--- config.mk ---
export PLATFORM = sky130hd
export DESIGN_NAME = riscv_mem_arbiter
export DESIGN_NICKNAME = d
export VERILOG_FILES = /design/src/rtl/riscv_mem_arbiter.sv
export SDC_FILE = /design/constraint.sdc
export NUM_CORES = 1
export LEC_CHECK = 0
export ABC_AREA = 0
export ABC_CLOCK_PERIOD_IN_PS = 1800
export BUFFER_PORTS_ARGS = -buffer_cell sky130_fd_sc_hd__clkbuf_2
export CORE_AREA = 2 2 121 123
export CTS_CLUSTER_DIAMETER = 200
export DETAILED_ROUTE_END_ITERATION = 16
export DIE_AREA = 0 0 123 125
export GPL_ROUTABILITY_DRIVEN = 0
export SLEW_MARGIN = 20
export SYNTH_ARGS = -nofsm -noshare
export SYNTH_HDL_FRONTEND = slang
export SYNTH_SLANG_ARGS = --single-unit
--- constraint.sdc ---
create_clock -name clk_i -period 1.8 [get_ports clk_i]
set_input_delay 0.36 -clock clk_i [delete_from_list [all_inputs] [get_ports clk_i]]
set_output_delay 0.36 -clock clk_i [all_outputs]
set_load 0.01 [all_outputs]
--- src/rtl/riscv_mem_arbiter.sv ---
// riscv_mem_arbiter: shares one data-memory port between LSU (m0) and
// instruction fetch (m1) with per-transaction grant and hang timeout.
//
// Ports:
//   clk_i, rst_i          clock, synchronous active-high reset
//   m0_*/m1_*             requester side: req/we/be/addr/wd in,
//                         rd/ready/err out (err valid with ready)
//   mem_*                 memory side: req/we/be/addr/wd out,
//                         rd/ready in
//   busy_o, grant_o       not-idle flag, current owner (1 = m1)
//
// Optional feature: define ARB_RR_EN for round-robin tie-break
// (default build: fixed priority, m0 wins ties).
module riscv_mem_arbiter #(
  parameter int unsigned TIMEOUT_CYCLES = 255,
  parameter int unsigned CNT_W          = 8
) (
  input  logic        clk_i,
  input  logic        rst_i,
  input  logic        m0_req_i,
  input  logic        m0_we_i,
  input  logic [3:0]  m0_be_i,
  input  logic [31:0] m0_addr_i,
  input  logic [31:0] m0_wd_i,
  output logic [31:0] m0_rd_o,
  output logic        m0_ready_o,
  output logic        m0_err_o,
  input  logic        m1_req_i,
  input  logic        m1_we_i,
  input  logic [3:0]  m1_be_i,
  input  logic [31:0] m1_addr_i,
  input  logic [31:0] m1_wd_i,
  output logic [31:0] m1_rd_o,
  output logic        m1_ready_o,
  output logic        m1_err_o,
  output logic        mem_req_o,
  output logic        mem_we_o,
  output logic [3:0]  mem_be_o,
  output logic [31:0] mem_addr_o,
  output logic [31:0] mem_wd_o,
  input  logic [31:0] mem_rd_i,
  input  logic        mem_ready_i,
  output logic        busy_o,
  output logic        grant_o
);

  localparam logic [1:0] S_IDLE = 2'd0;
  localparam logic [1:0] S_M0   = 2'd1;
  localparam logic [1:0] S_M1   = 2'd2;

  logic [1:0]       state_q, state_d;
  logic [CNT_W-1:0] cnt_q, cnt_d;
  logic             last_q, last_d;

  logic busy, own0, own1;
  logic to_hit, done, err;
  logic tie_m1, idle_m1;

  assign busy = (state_q != S_IDLE);
  assign own0 = (state_q == S_M0);
  assign own1 = (state_q == S_M1);

  assign to_hit = busy & (cnt_q == CNT_W'(TIMEOUT_CYCLES));
  // Reset cycle swallows any completion so no pulse escapes.
  assign done = busy & (mem_ready_i | to_hit) & ~rst_i;
  assign err  = to_hit & ~mem_ready_i & ~rst_i;

`ifdef ARB_RR_EN
  assign tie_m1 = ~last_q;
`else
  logic unused_last;
  assign unused_last = last_q;
  assign tie_m1 = 1'b0;
`endif

  assign idle_m1 = m1_req_i & (~m0_req_i | tie_m1);

  // On completion only the other requester is considered; the
  // finishing one is treated as served for this cycle.
  always_comb begin
    state_d = state_q;
    cnt_d   = cnt_q;
    last_d  = last_q;
    unique case (state_q)
      S_IDLE: begin
        if (m0_req_i | m1_req_i) begin
          state_d = idle_m1 ? S_M1 : S_M0;
          cnt_d   = '0;
          last_d  = idle_m1;
        end
      end
      S_M0: begin
        if (done) begin
          cnt_d = '0;
          if (m1_req_i) begin
            state_d = S_M1;
            last_d  = 1'b1;
          end else begin
            state_d = S_IDLE;
          end
        end else begin
          cnt_d = cnt_q + CNT_W'(1);
        end
      end
      S_M1: begin
        if (done) begin
          cnt_d = '0;
          if (m0_req_i) begin
            state_d = S_M0;
            last_d  = 1'b0;
          end else begin
            state_d = S_IDLE;
          end
        end else begin
          cnt_d = cnt_q + CNT_W'(1);
        end
      end
      default: begin
        state_d = S_IDLE;
        cnt_d   = '0;
      end
    endcase
  end

  always_ff @(posedge clk_i) begin
    if (rst_i) begin
      state_q <= S_IDLE;
      cnt_q   <= '0;
      last_q  <= 1'b1;
    end else begin
      state_q <= state_d;
      cnt_q   <= cnt_d;
      last_q  <= last_d;
    end
  end

  assign busy_o    = busy;
  assign grant_o   = own1;
  assign mem_req_o = busy;

  always_comb begin
    mem_we_o   = 1'b0;
    mem_be_o   = '0;
    mem_addr_o = '0;
    mem_wd_o   = '0;
    unique case (1'b1)
      own0: begin
        mem_we_o   = m0_we_i;
        mem_be_o   = m0_be_i;
        mem_addr_o = m0_addr_i;
        mem_wd_o   = m0_wd_i;
      end
      own1: begin
        mem_we_o   = m1_we_i;
        mem_be_o   = m1_be_i;
        mem_addr_o = m1_addr_i;
        mem_wd_o   = m1_wd_i;
      end
      default: ;
    endcase
  end

  assign m0_ready_o = own0 & done;
  assign m1_ready_o = own1 & done;
  assign m0_err_o   = own0 & err;
  assign m1_err_o   = own1 & err;

  assign m0_rd_o = (own0 & mem_ready_i & ~rst_i) ? mem_rd_i : '0;
  assign m1_rd_o = (own1 & mem_ready_i & ~rst_i) ? mem_rd_i : '0;

endmodule

==> results of run 1 <==
cell type report:
cell class | instances | area share, %
clock buffer | 3 | 1.21
multi-input combinational | 264 | 41.5
antenna | 1 | 0.0403
inverter | 5 | 0.423
sequential | 10 | 3.34
tap | 184 | 3.70
timing repair buffer | 391 | 49.7
cells by family after synthesis:
family          count (synthesis)
compound gates                 81
mux                             1
flops                          10
simple gates                  171
fa+ha+maj                       5
buf+inv                        38
xor+xnor                        6
sequential cells by signal, summed over array words and instances, names as in the netlist:
register / count
state_q: 2
cnt_q: 8
path summary, 6_finish.rpt:
path                                 start          end  slack [ns]  depth (start not counted)
worst min-delay path              m1_req_i   state_q[1]        0.45                          3
worst max-delay path            state_q[1]  m0_rd_o[14]       -0.25                          9
worst min register to register    cnt_q[7]     cnt_q[7]        0.53                          2
worst max register to register  state_q[1]     cnt_q[7]       -0.02                          9
power groups by stage:
stage / Sequential (mW) / Combinational, mW / Clock, mW
after floorplan: 0.278 / 2.07 / 0
after global placement: 0.271 / 3.59 / 0
after detailed placement: 0.271 / 3.56 / 0
after CTS: 0.279 / 5.07 / 0.389
after global routing: 0.304 / 7.54 / 0.406
final: 0.299 / 7.17 / 0.383
placed cells by master (no fill, tap or decap), types with 2 or more instances in the layout:
master                      count
sky130_fd_sc_hd__clkbuf_2     191
sky130_fd_sc_hd__buf_6         83
sky130_fd_sc_hd__a22oi_2       69
sky130_fd_sc_hd__buf_2         54
sky130_fd_sc_hd__and2_4        36
sky130_fd_sc_hd__nor2b_4       32
sky130_fd_sc_hd__nor2b_1       32
sky130_fd_sc_hd__and2_1        28
sky130_fd_sc_hd__buf_4         28
sky130_fd_sc_hd__buf_12        13
sky130_fd_sc_hd__nor2_1        12
sky130_fd_sc_hd__clkbuf_16     11
sky130_fd_sc_hd__buf_8         10
sky130_fd_sc_hd__nand2_1        7
sky130_fd_sc_hd__dfxtp_1        6
sky130_fd_sc_hd__nor2b_2        5
sky130_fd_sc_hd__nand3_1        4
sky130_fd_sc_hd__xnor2_1        4
sky130_fd_sc_hd__ha_4           4
sky130_fd_sc_hd__buf_16         4
sky130_fd_sc_hd__inv_4          3
sky130_fd_sc_hd__nor3_1         3
sky130_fd_sc_hd__dfxtp_2        3
sky130_fd_sc_hd__nor3b_4        2
sky130_fd_sc_hd__o21ai_0        2
sky130_fd_sc_hd__xor2_1         2
sky130_fd_sc_hd__a21oi_1        2
what timing repair did:
| item | in CTS | in global routing |
|---|---|---|
| pin swaps | 42 | 46 |
| buffers inserted | 16 | 10 |
| resized for setup | 111 | 325 |
| setup endpoints to repair | 138 | 139 |
| cloned | 7 | 14 |
layer usage:
metal  share of wire [%]  up-vias  track usage, %
li1                    -     1818               -
met1                  36     1826            16.5
met2                  54      229            31.9
met3                 7.2       24            1.64
met4                 2.2        0            4.34
met5                   0        -               0
through the flow:
stage	utilization [%]	total power [mW]	TNS [ns]	worst slack, ns
2_1_floorplan	-	2.35	-6.20	-0.0927
3_3_place_gp	29.2	3.86	-1.20	-0.125
3_5_place_dp	29.2	3.83	-1.82	-0.108
4_1_cts	35.6	5.74	-21.43	-0.224
5_1_grt	43.8	8.25	-32.43	-0.314
6_report	43.8	7.85	-23.35	-0.249
worst max-delay path, stage by stage, from the launching register on:
cell,delay [ns]
sky130_fd_sc_hd__dfxtp_2,0.32
sky130_fd_sc_hd__inv_2,0.06
sky130_fd_sc_hd__buf_6,0.10
sky130_fd_sc_hd__ha_4,0.16
sky130_fd_sc_hd__inv_4,0.04
sky130_fd_sc_hd__nor3b_4,0.22
sky130_fd_sc_hd__buf_6,0.17
sky130_fd_sc_hd__buf_6,0.13
sky130_fd_sc_hd__and2_1,0.13
sky130_fd_sc_hd__buf_2,0.12
==> flow_results.xml, run 1 <==
<?xml version="1.0" encoding="UTF-8"?>
<metrics>
  <group name="floorplan">
    <metric name="initial_core_util" unit="%">15.0</metric>
    <metric name="die-width" unit="µm">123</metric>
    <metric name="die_y" unit="µm">125</metric>
    <metric name="core_area" unit="µm²">14200</metric>
    <metric name="row_count" unit="">44</metric>
    <metric name="die_area" unit="µm²">15400</metric>
    <metric name="top_level_ports" unit="">315</metric>
  </group>
  <group name="power">
    <metric name="cell_internal_pwr" unit="mW">4.61</metric>
    <metric name="ir_drop" unit="V">0.000481</metric>
    <metric name="combPwrFrac" unit="%">91.3</metric>
    <metric name="pwr-share-seq" unit="%">3.8</metric>
    <metric name="clockPowerShare" unit="%">4.9</metric>
    <metric name="power-per-cell-area" unit="nW/µm²">1260</metric>
    <metric name="power_switching" unit="mW">3.24</metric>
    <metric name="power_switching_share" unit="%">41.2</metric>
    <metric name="p_leak" unit="nW">2.88</metric>
  </group>
  <group name="clock_tree">
    <metric name="cts-root-buf" unit="">sky130_fd_sc_hd__clkbuf_16</metric>
    <metric name="clk_pin_slew_worst_paths" unit="ns">0.04</metric>
    <metric name="cts_max_path_buffers" unit="">2</metric>
    <metric name="number_of_buffers_added_by_the_clock_tree_synthesis_step" unit="">3</metric>
    <metric name="h-tree-depth" unit="">1</metric>
    <metric name="clock_insertion_delay_worst_skew" unit="ns">0.23</metric>
    <metric name="clock_tree_from_tritoncts" unit="">yes</metric>
    <metric name="postCtsHoldBufs" unit="">0</metric>
    <metric name="cts.sink_count" unit="">10</metric>
  </group>
  <group name="final_layout">
    <metric name="final_design_area_no_fill" unit="µm²">6210</metric>
    <metric name="final_cells" unit="">858</metric>
    <metric name="layout-drive-gt1-share" unit="%">83.4</metric>
    <metric name="layout.area.seq" unit="µm²">208</metric>
    <metric name="multi_input_area" unit="µm²">2580</metric>
    <metric name="nNetsFinal" unit="">855</metric>
    <metric name="syn2layout_area_growth" unit="%">192</metric>
    <metric name="nFillCells" unit="">1330</metric>
  </group>
  <group name="setup_path">
    <metric name="crit_type" unit="">flop to output pin</metric>
    <metric name="timing.critical_path.to_type" unit="">output pin</metric>
    <metric name="worst_ep_arrival_time" unit="ns">1.69</metric>
    <metric name="crit_required" unit="ns">1.44</metric>
    <metric name="worstPathMaxFanout" unit="">8</metric>
    <metric name="startpoint_type" unit="">flop</metric>
  </group>
  <group name="yosys">
    <metric name="synthMuxAreaShare" unit="%">0.470</metric>
    <metric name="post_synth_fa_ha_maj_area_fraction" unit="%">2.94</metric>
    <metric name="share_of_the_synthesized_area_in_the_top_cell_type" unit="%">24.3</metric>
    <metric name="yosysWarningCount" unit="">0</metric>
    <metric name="ys_ff_latch" unit="">10</metric>
    <metric name="synth_cell_types" unit="">34</metric>
    <metric name="synth_area" unit="µm²">2130</metric>
    <metric name="ys_seq_area_share" unit="%">9.40</metric>
    <metric name="synth_simple_gate_area_share" unit="%">48.4</metric>
    <metric name="synth_edf_count" unit="">0</metric>
    <metric name="synth_top_cell_by_area" unit="">sky130_fd_sc_hd__a22oi_1</metric>
    <metric name="asyncSetResetFlopFracSynth" unit="%">0</metric>
    <metric name="number_of_instances_in_the_synthesized_netlist" unit="">312</metric>
    <metric name="yosys-top-cells-count" unit="">sky130_fd_sc_hd__a22oi_1, sky130_fd_sc_hd__nor2b_1, sky130_fd_sc_hd__and2_1, sky130_fd_sc_hd__clkbuf_1, sky130_fd_sc_hd__nor2_1</metric>
    <metric name="postSynthAreaPerCell" unit="µm²">6.83</metric>
    <metric name="main_combinational_cell_family_by_area_after_synthesis" unit="">simple AND/OR/NAND/NOR gates</metric>
    <metric name="mappedNetlistNets" unit="">492</metric>
    <metric name="synth-compound-area-share" unit="%">29.0</metric>
    <metric name="synth-main-ff-cell" unit="">sky130_fd_sc_hd__dfxtp_1</metric>
    <metric name="synth_xor_area_share" unit="%">2.47</metric>
    <metric name="synthTopCellsByArea" unit="">sky130_fd_sc_hd__a22oi_1, sky130_fd_sc_hd__nor2b_1, sky130_fd_sc_hd__and2_1</metric>
  </group>
  <group name="sta">
    <metric name="report.final.hold_viol_count" unit="">0</metric>
    <metric name="final.hold.worst_slack" unit="ns">0.452</metric>
    <metric name="fin_worst_skew" unit="ns">0.00289</metric>
    <metric name="tightestPinTransition" unit="ns">0.373</metric>
    <metric name="rsz0062_at_grt" unit="">true</metric>
    <metric name="post-route-period-util" unit="%">114</metric>
    <metric name="slew_headroom" unit="%">74.9</metric>
    <metric name="finalCriticalPeriod" unit="ns">2.05</metric>
    <metric name="report.final.setup_viol" unit="">138</metric>
    <metric name="fmaxAchievable" unit="MHz">488</metric>
    <metric name="slew_violations" unit="">0</metric>
    <metric name="fin_ws" unit="ns">-0.249</metric>
  </group>
  <group name="run_status">
    <metric name="violations" unit="">setup timing</metric>
    <metric name="outcome" unit="">complete, but fails checks</metric>
  </group>
  <group name="placement">
    <metric name="placedInstanceArea" unit="µm²">4150</metric>
    <metric name="portBuffers" unit="">314</metric>
    <metric name="hpwl" unit="µm">9720</metric>
    <metric name="dpl.cell_count" unit="">812</metric>
  </group>
  <group name="route">
    <metric name="drc" unit="">0</metric>
    <metric name="drt-wirelength-per-cell" unit="µm">18.4</metric>
    <metric name="via_count_normalized_by_instance_count" unit="">4.54</metric>
    <metric name="dr.pass1.iters" unit="">4</metric>
    <metric name="routed-via-count" unit="">3897</metric>
    <metric name="routed_wl" unit="µm">15800</metric>
    <metric name="drt-initial-drc-count" unit="">85</metric>
    <metric name="antenna_violating_nets_post_route" unit="">0</metric>
  </group>
  <group name="grt">
    <metric name="global_route.overflow_total" unit="">0</metric>
    <metric name="gr-usage-all-layers" unit="%">15.7</metric>
    <metric name="antenna_found_initial" unit="">1</metric>
    <metric name="grt_first_pass_wirelength" unit="µm">18700</metric>
    <metric name="grt_start_max_net_pins" unit="">29</metric>
    <metric name="grt_pass1_vias" unit="">3567</metric>
  </group>
  <group name="worst_hold_path">
    <metric name="holdCritPathClass" unit="">input port to flop</metric>
  </group>
  <group name="job">
    <metric name="cap_viol_max_count" unit="">0</metric>
  </group>
</metrics>
Power figures use the tool's default switching activity.
==> run 2, diff against run 1 <==
--- a/config.mk
+++ b/config.mk
@@ -6,12 +6,12 @@
 export NUM_CORES = 1
 export LEC_CHECK = 0
 export ABC_AREA = 0
-export ABC_CLOCK_PERIOD_IN_PS = 1800
+export ABC_CLOCK_PERIOD_IN_PS = 2200
 export BUFFER_PORTS_ARGS = -buffer_cell sky130_fd_sc_hd__clkbuf_2
-export CORE_AREA = 2 2 121 123
+export CORE_AREA = 2 2 122 124
 export CTS_CLUSTER_DIAMETER = 200
 export DETAILED_ROUTE_END_ITERATION = 16
-export DIE_AREA = 0 0 123 125
+export DIE_AREA = 0 0 124 126
 export GPL_ROUTABILITY_DRIVEN = 0
 export SLEW_MARGIN = 20
 export SYNTH_ARGS = -nofsm -noshare
==> constraint.sdc (replaced) <==
create_clock -name clk_i -period 2.2 [get_ports clk_i]
set_input_delay 0.44 -clock clk_i [delete_from_list [all_inputs] [get_ports clk_i]]
set_output_delay 0.44 -clock clk_i [all_outputs]
set_load 0.01 [all_outputs]
==> run 2 against run 1 <==
The run now ends clean. Total power is 56% lower. Utilization is 14 points lower. Combinational power is 61% lower. Critical path type unchanged. Critical endpoint is now m1_err_o. Largest cell class unchanged. Largest power group unchanged.
==> flow_results.xml, run 2 (same netlist as run 1, synthesis figures left out) <==
<?xml version="1.0" encoding="UTF-8"?>
<metrics>
  <group name="power">
    <metric name="total_power" unit="mW">3.42</metric>
    <metric name="clockPowerShare" unit="%">10.7</metric>
    <metric name="combPwrFrac" unit="%">82.0</metric>
    <metric name="cell_internal_pwr" unit="mW">1.79</metric>
    <metric name="pwr-share-seq" unit="%">7.3</metric>
    <metric name="power_switching_share" unit="%">47.7</metric>
    <metric name="ir_drop" unit="V">0.000759</metric>
    <metric name="power-per-cell-area" unit="nW/µm²">811</metric>
    <metric name="p_leak" unit="nW">2.16</metric>
    <metric name="power_switching" unit="mW">1.63</metric>
  </group>
  <group name="final_layout">
    <metric name="antennaDiodeCount" unit="">0</metric>
    <metric name="layout-drive-gt1-share" unit="%">57.3</metric>
    <metric name="largest_reg_flops" unit="">8</metric>
    <metric name="largest_registers" unit="">cnt_q: 8 flops, state_q: 2 flops</metric>
    <metric name="layout_common_cells" unit="">sky130_fd_sc_hd__clkbuf_2, sky130_fd_sc_hd__a22oi_1, sky130_fd_sc_hd__nor2b_1, sky130_fd_sc_hd__and2_1, sky130_fd_sc_hd__nor2_1</metric>
    <metric name="nFillCells" unit="">1610</metric>
    <metric name="syn2layout_area_growth" unit="%">98.1</metric>
    <metric name="most_frequent_standard_cell_in_the_layout_excluding_fill_and_tap_cells" unit="">sky130_fd_sc_hd__clkbuf_2</metric>
    <metric name="largest_register_by_flop_count" unit="">cnt_q</metric>
    <metric name="final_design_area_no_fill" unit="µm²">4220</metric>
    <metric name="nNetsFinal" unit="">797</metric>
  </group>
  <group name="clock_tree">
    <metric name="clk_pin_slew_worst_paths" unit="ns">0.04</metric>
    <metric name="clock_insertion_delay_worst_skew" unit="ns">0.24</metric>
    <metric name="cts-root-buf" unit="">sky130_fd_sc_hd__clkbuf_16</metric>
    <metric name="cts_max_path_buffers" unit="">2</metric>
    <metric name="h-tree-depth" unit="">1</metric>
    <metric name="clock_tree_from_tritoncts" unit="">yes</metric>
    <metric name="cts.sink_count" unit="">10</metric>
    <metric name="number_of_buffers_added_by_the_clock_tree_synthesis_step" unit="">3</metric>
  </group>
  <group name="setup_path">
    <metric name="cp_slowest_cell" unit="">sky130_fd_sc_hd__dfxtp_2</metric>
    <metric name="startpoint_type" unit="">flop</metric>
    <metric name="worstPathMaxFanout" unit="">8</metric>
    <metric name="crit_required" unit="ns">1.76</metric>
    <metric name="crit_type" unit="">flop to output pin</metric>
    <metric name="worstPathCellList" unit="">inv_1 &gt; ha_2 &gt; nor4_4 &gt; buf_4 &gt; and3_1 &gt; clkbuf_2</metric>
    <metric name="crit_family" unit="">simple AND/OR/NAND/NOR gates</metric>
    <metric name="timing.critical_path.slowest_cell_delay" unit="ns">0.36</metric>
    <metric name="timing.critical_path.to_type" unit="">output pin</metric>
    <metric name="worstPathBufferInverterCount" unit="">3</metric>
    <metric name="worst_ep_arrival_time" unit="ns">1.72</metric>
    <metric name="setup.reg_to_reg.worst_slack" unit="ns">0.38</metric>
  </group>
  <group name="floorplan">
    <metric name="top_level_ports" unit="">315</metric>
    <metric name="die-width" unit="µm">124</metric>
    <metric name="die_area" unit="µm²">15600</metric>
    <metric name="die_y" unit="µm">126</metric>
    <metric name="initial_core_util" unit="%">14.9</metric>
    <metric name="core_area" unit="µm²">14300</metric>
    <metric name="row_count" unit="">44</metric>
  </group>
  <group name="route">
    <metric name="drt-initial-drc-count" unit="">173</metric>
    <metric name="routed_wl" unit="µm">12700</metric>
    <metric name="drc" unit="">0</metric>
    <metric name="drt-wirelength-per-cell" unit="µm">15.9</metric>
    <metric name="routed-via-count" unit="">3518</metric>
    <metric name="via_count_normalized_by_instance_count" unit="">4.40</metric>
    <metric name="antenna_violating_nets_post_route" unit="">0</metric>
    <metric name="dr.pass1.iters" unit="">4</metric>
  </group>
  <group name="sta">
    <metric name="rsz0062_at_grt" unit="">true</metric>
    <metric name="tns" unit="ns">0</metric>
    <metric name="finalCriticalPeriod" unit="ns">2.16</metric>
    <metric name="slew_headroom" unit="%">76.5</metric>
    <metric name="report.final.hold_viol_count" unit="">0</metric>
    <metric name="post-route-period-util" unit="%">98.3</metric>
    <metric name="fmaxAchievable" unit="MHz">462</metric>
    <metric name="slew_violations" unit="">0</metric>
    <metric name="tightestPinTransition" unit="ns">0.351</metric>
    <metric name="fin_worst_skew" unit="ns">0.00336</metric>
    <metric name="final.hold.worst_slack" unit="ns">0.485</metric>
    <metric name="report.final.setup_viol" unit="">0</metric>
  </group>
  <group name="grt">
    <metric name="grt_first_pass_wirelength" unit="µm">16400</metric>
    <metric name="grt_pass1_vias" unit="">3014</metric>
    <metric name="gr-usage-all-layers" unit="%">13.5</metric>
    <metric name="grt_start_max_net_pins" unit="">55</metric>
    <metric name="antenna_found_initial" unit="">0</metric>
    <metric name="global_route.overflow_total" unit="">0</metric>
  </group>
  <group name="placement">
    <metric name="hpwl" unit="µm">9910</metric>
    <metric name="portBuffers" unit="">314</metric>
    <metric name="placedInstanceArea" unit="µm²">3940</metric>
  </group>
  <group name="job">
    <metric name="cap_viol_max_count" unit="">0</metric>
  </group>
  <group name="worst_hold_path">
    <metric name="holdCritPathClass" unit="">flop to flop</metric>
  </group>
  <group name="run_status">
    <metric name="outcome" unit="">completed</metric>
  </group>
</metrics>
[run 2: cell count changes in the layout (fill, tap and decap cells not counted), sizes merged]
cell	delta
clkbuf	+114
diode	-1
buf	-171
[run 2: per-stage QoR]
step	cells	util (%)	worst slack [ns]
2_1_floorplan	312	-	0.227
3_3_place_gp	786	27.6	0.247
3_5_place_dp	786	27.6	0.223
4_1_cts	791	28.3	-0.0170
5_1_grt	800	29.5	-0.0449
6_report	800	29.5	0.0364
[run 2: power groups by stage]
stage | clock (mW) | combinational, mW | sequential (mW)
after global routing | 0.374 | 3.09 | 0.255
after detailed placement | 0 | 2.68 | 0.234
after CTS | 0.369 | 2.69 | 0.230
after global placement | 0 | 2.67 | 0.232
final | 0.367 | 2.81 | 0.250
after floorplan | 0 | 1.69 | 0.228
[run 2: worst paths after layout]
kind                                 start  endpoint  cells past startpoint
worst min register to register    cnt_q[1]  cnt_q[1]                      2
worst min-delay path              cnt_q[1]  cnt_q[1]                      2
worst max-delay path            state_q[1]  m1_err_o                      6
worst max register to register  state_q[1]  cnt_q[4]                      7
[run 2: area by class of cell]
class                      count  area [µm²]  share of cell area [%]
timing repair buffer         333        1840                    43.6
multi-input combinational    264        1840                    43.5
tap                          184         230                    5.45
sequential                    10         205                    4.86
clock buffer                   4        88.8                    2.10
inverter                       5        21.3                   0.504
[run 2: routing by layer]
metal,share of wire (%),global-route usage (%),vias up
li1,-,-,1693
met1,38,16.8,1608
met4,0.55,1.26,0
met2,53,25.8,213
met3,8.6,1.22,4
met5,0,0,-
[run 2: repair_timing]
| action | 4_1_cts | 5_1_grt |
|---|---|---|
| hold buffers | 0 | 0 |
| gates cloned | 0 | 5 |
| endpoints found under the setup margin | 5 | 100 |
| pin swaps | 0 | 1 |
| buffers inserted | 1 | 4 |
| resized for setup | 2 | 18 |
[run 2: tightest hold or removal path: stages, from the launching register on]
cell,delay (ns)
sky130_fd_sc_hd__dfxtp_1,0.32
sky130_fd_sc_hd__nand2_1,0.06
sky130_fd_sc_hd__a21oi_1,0.05
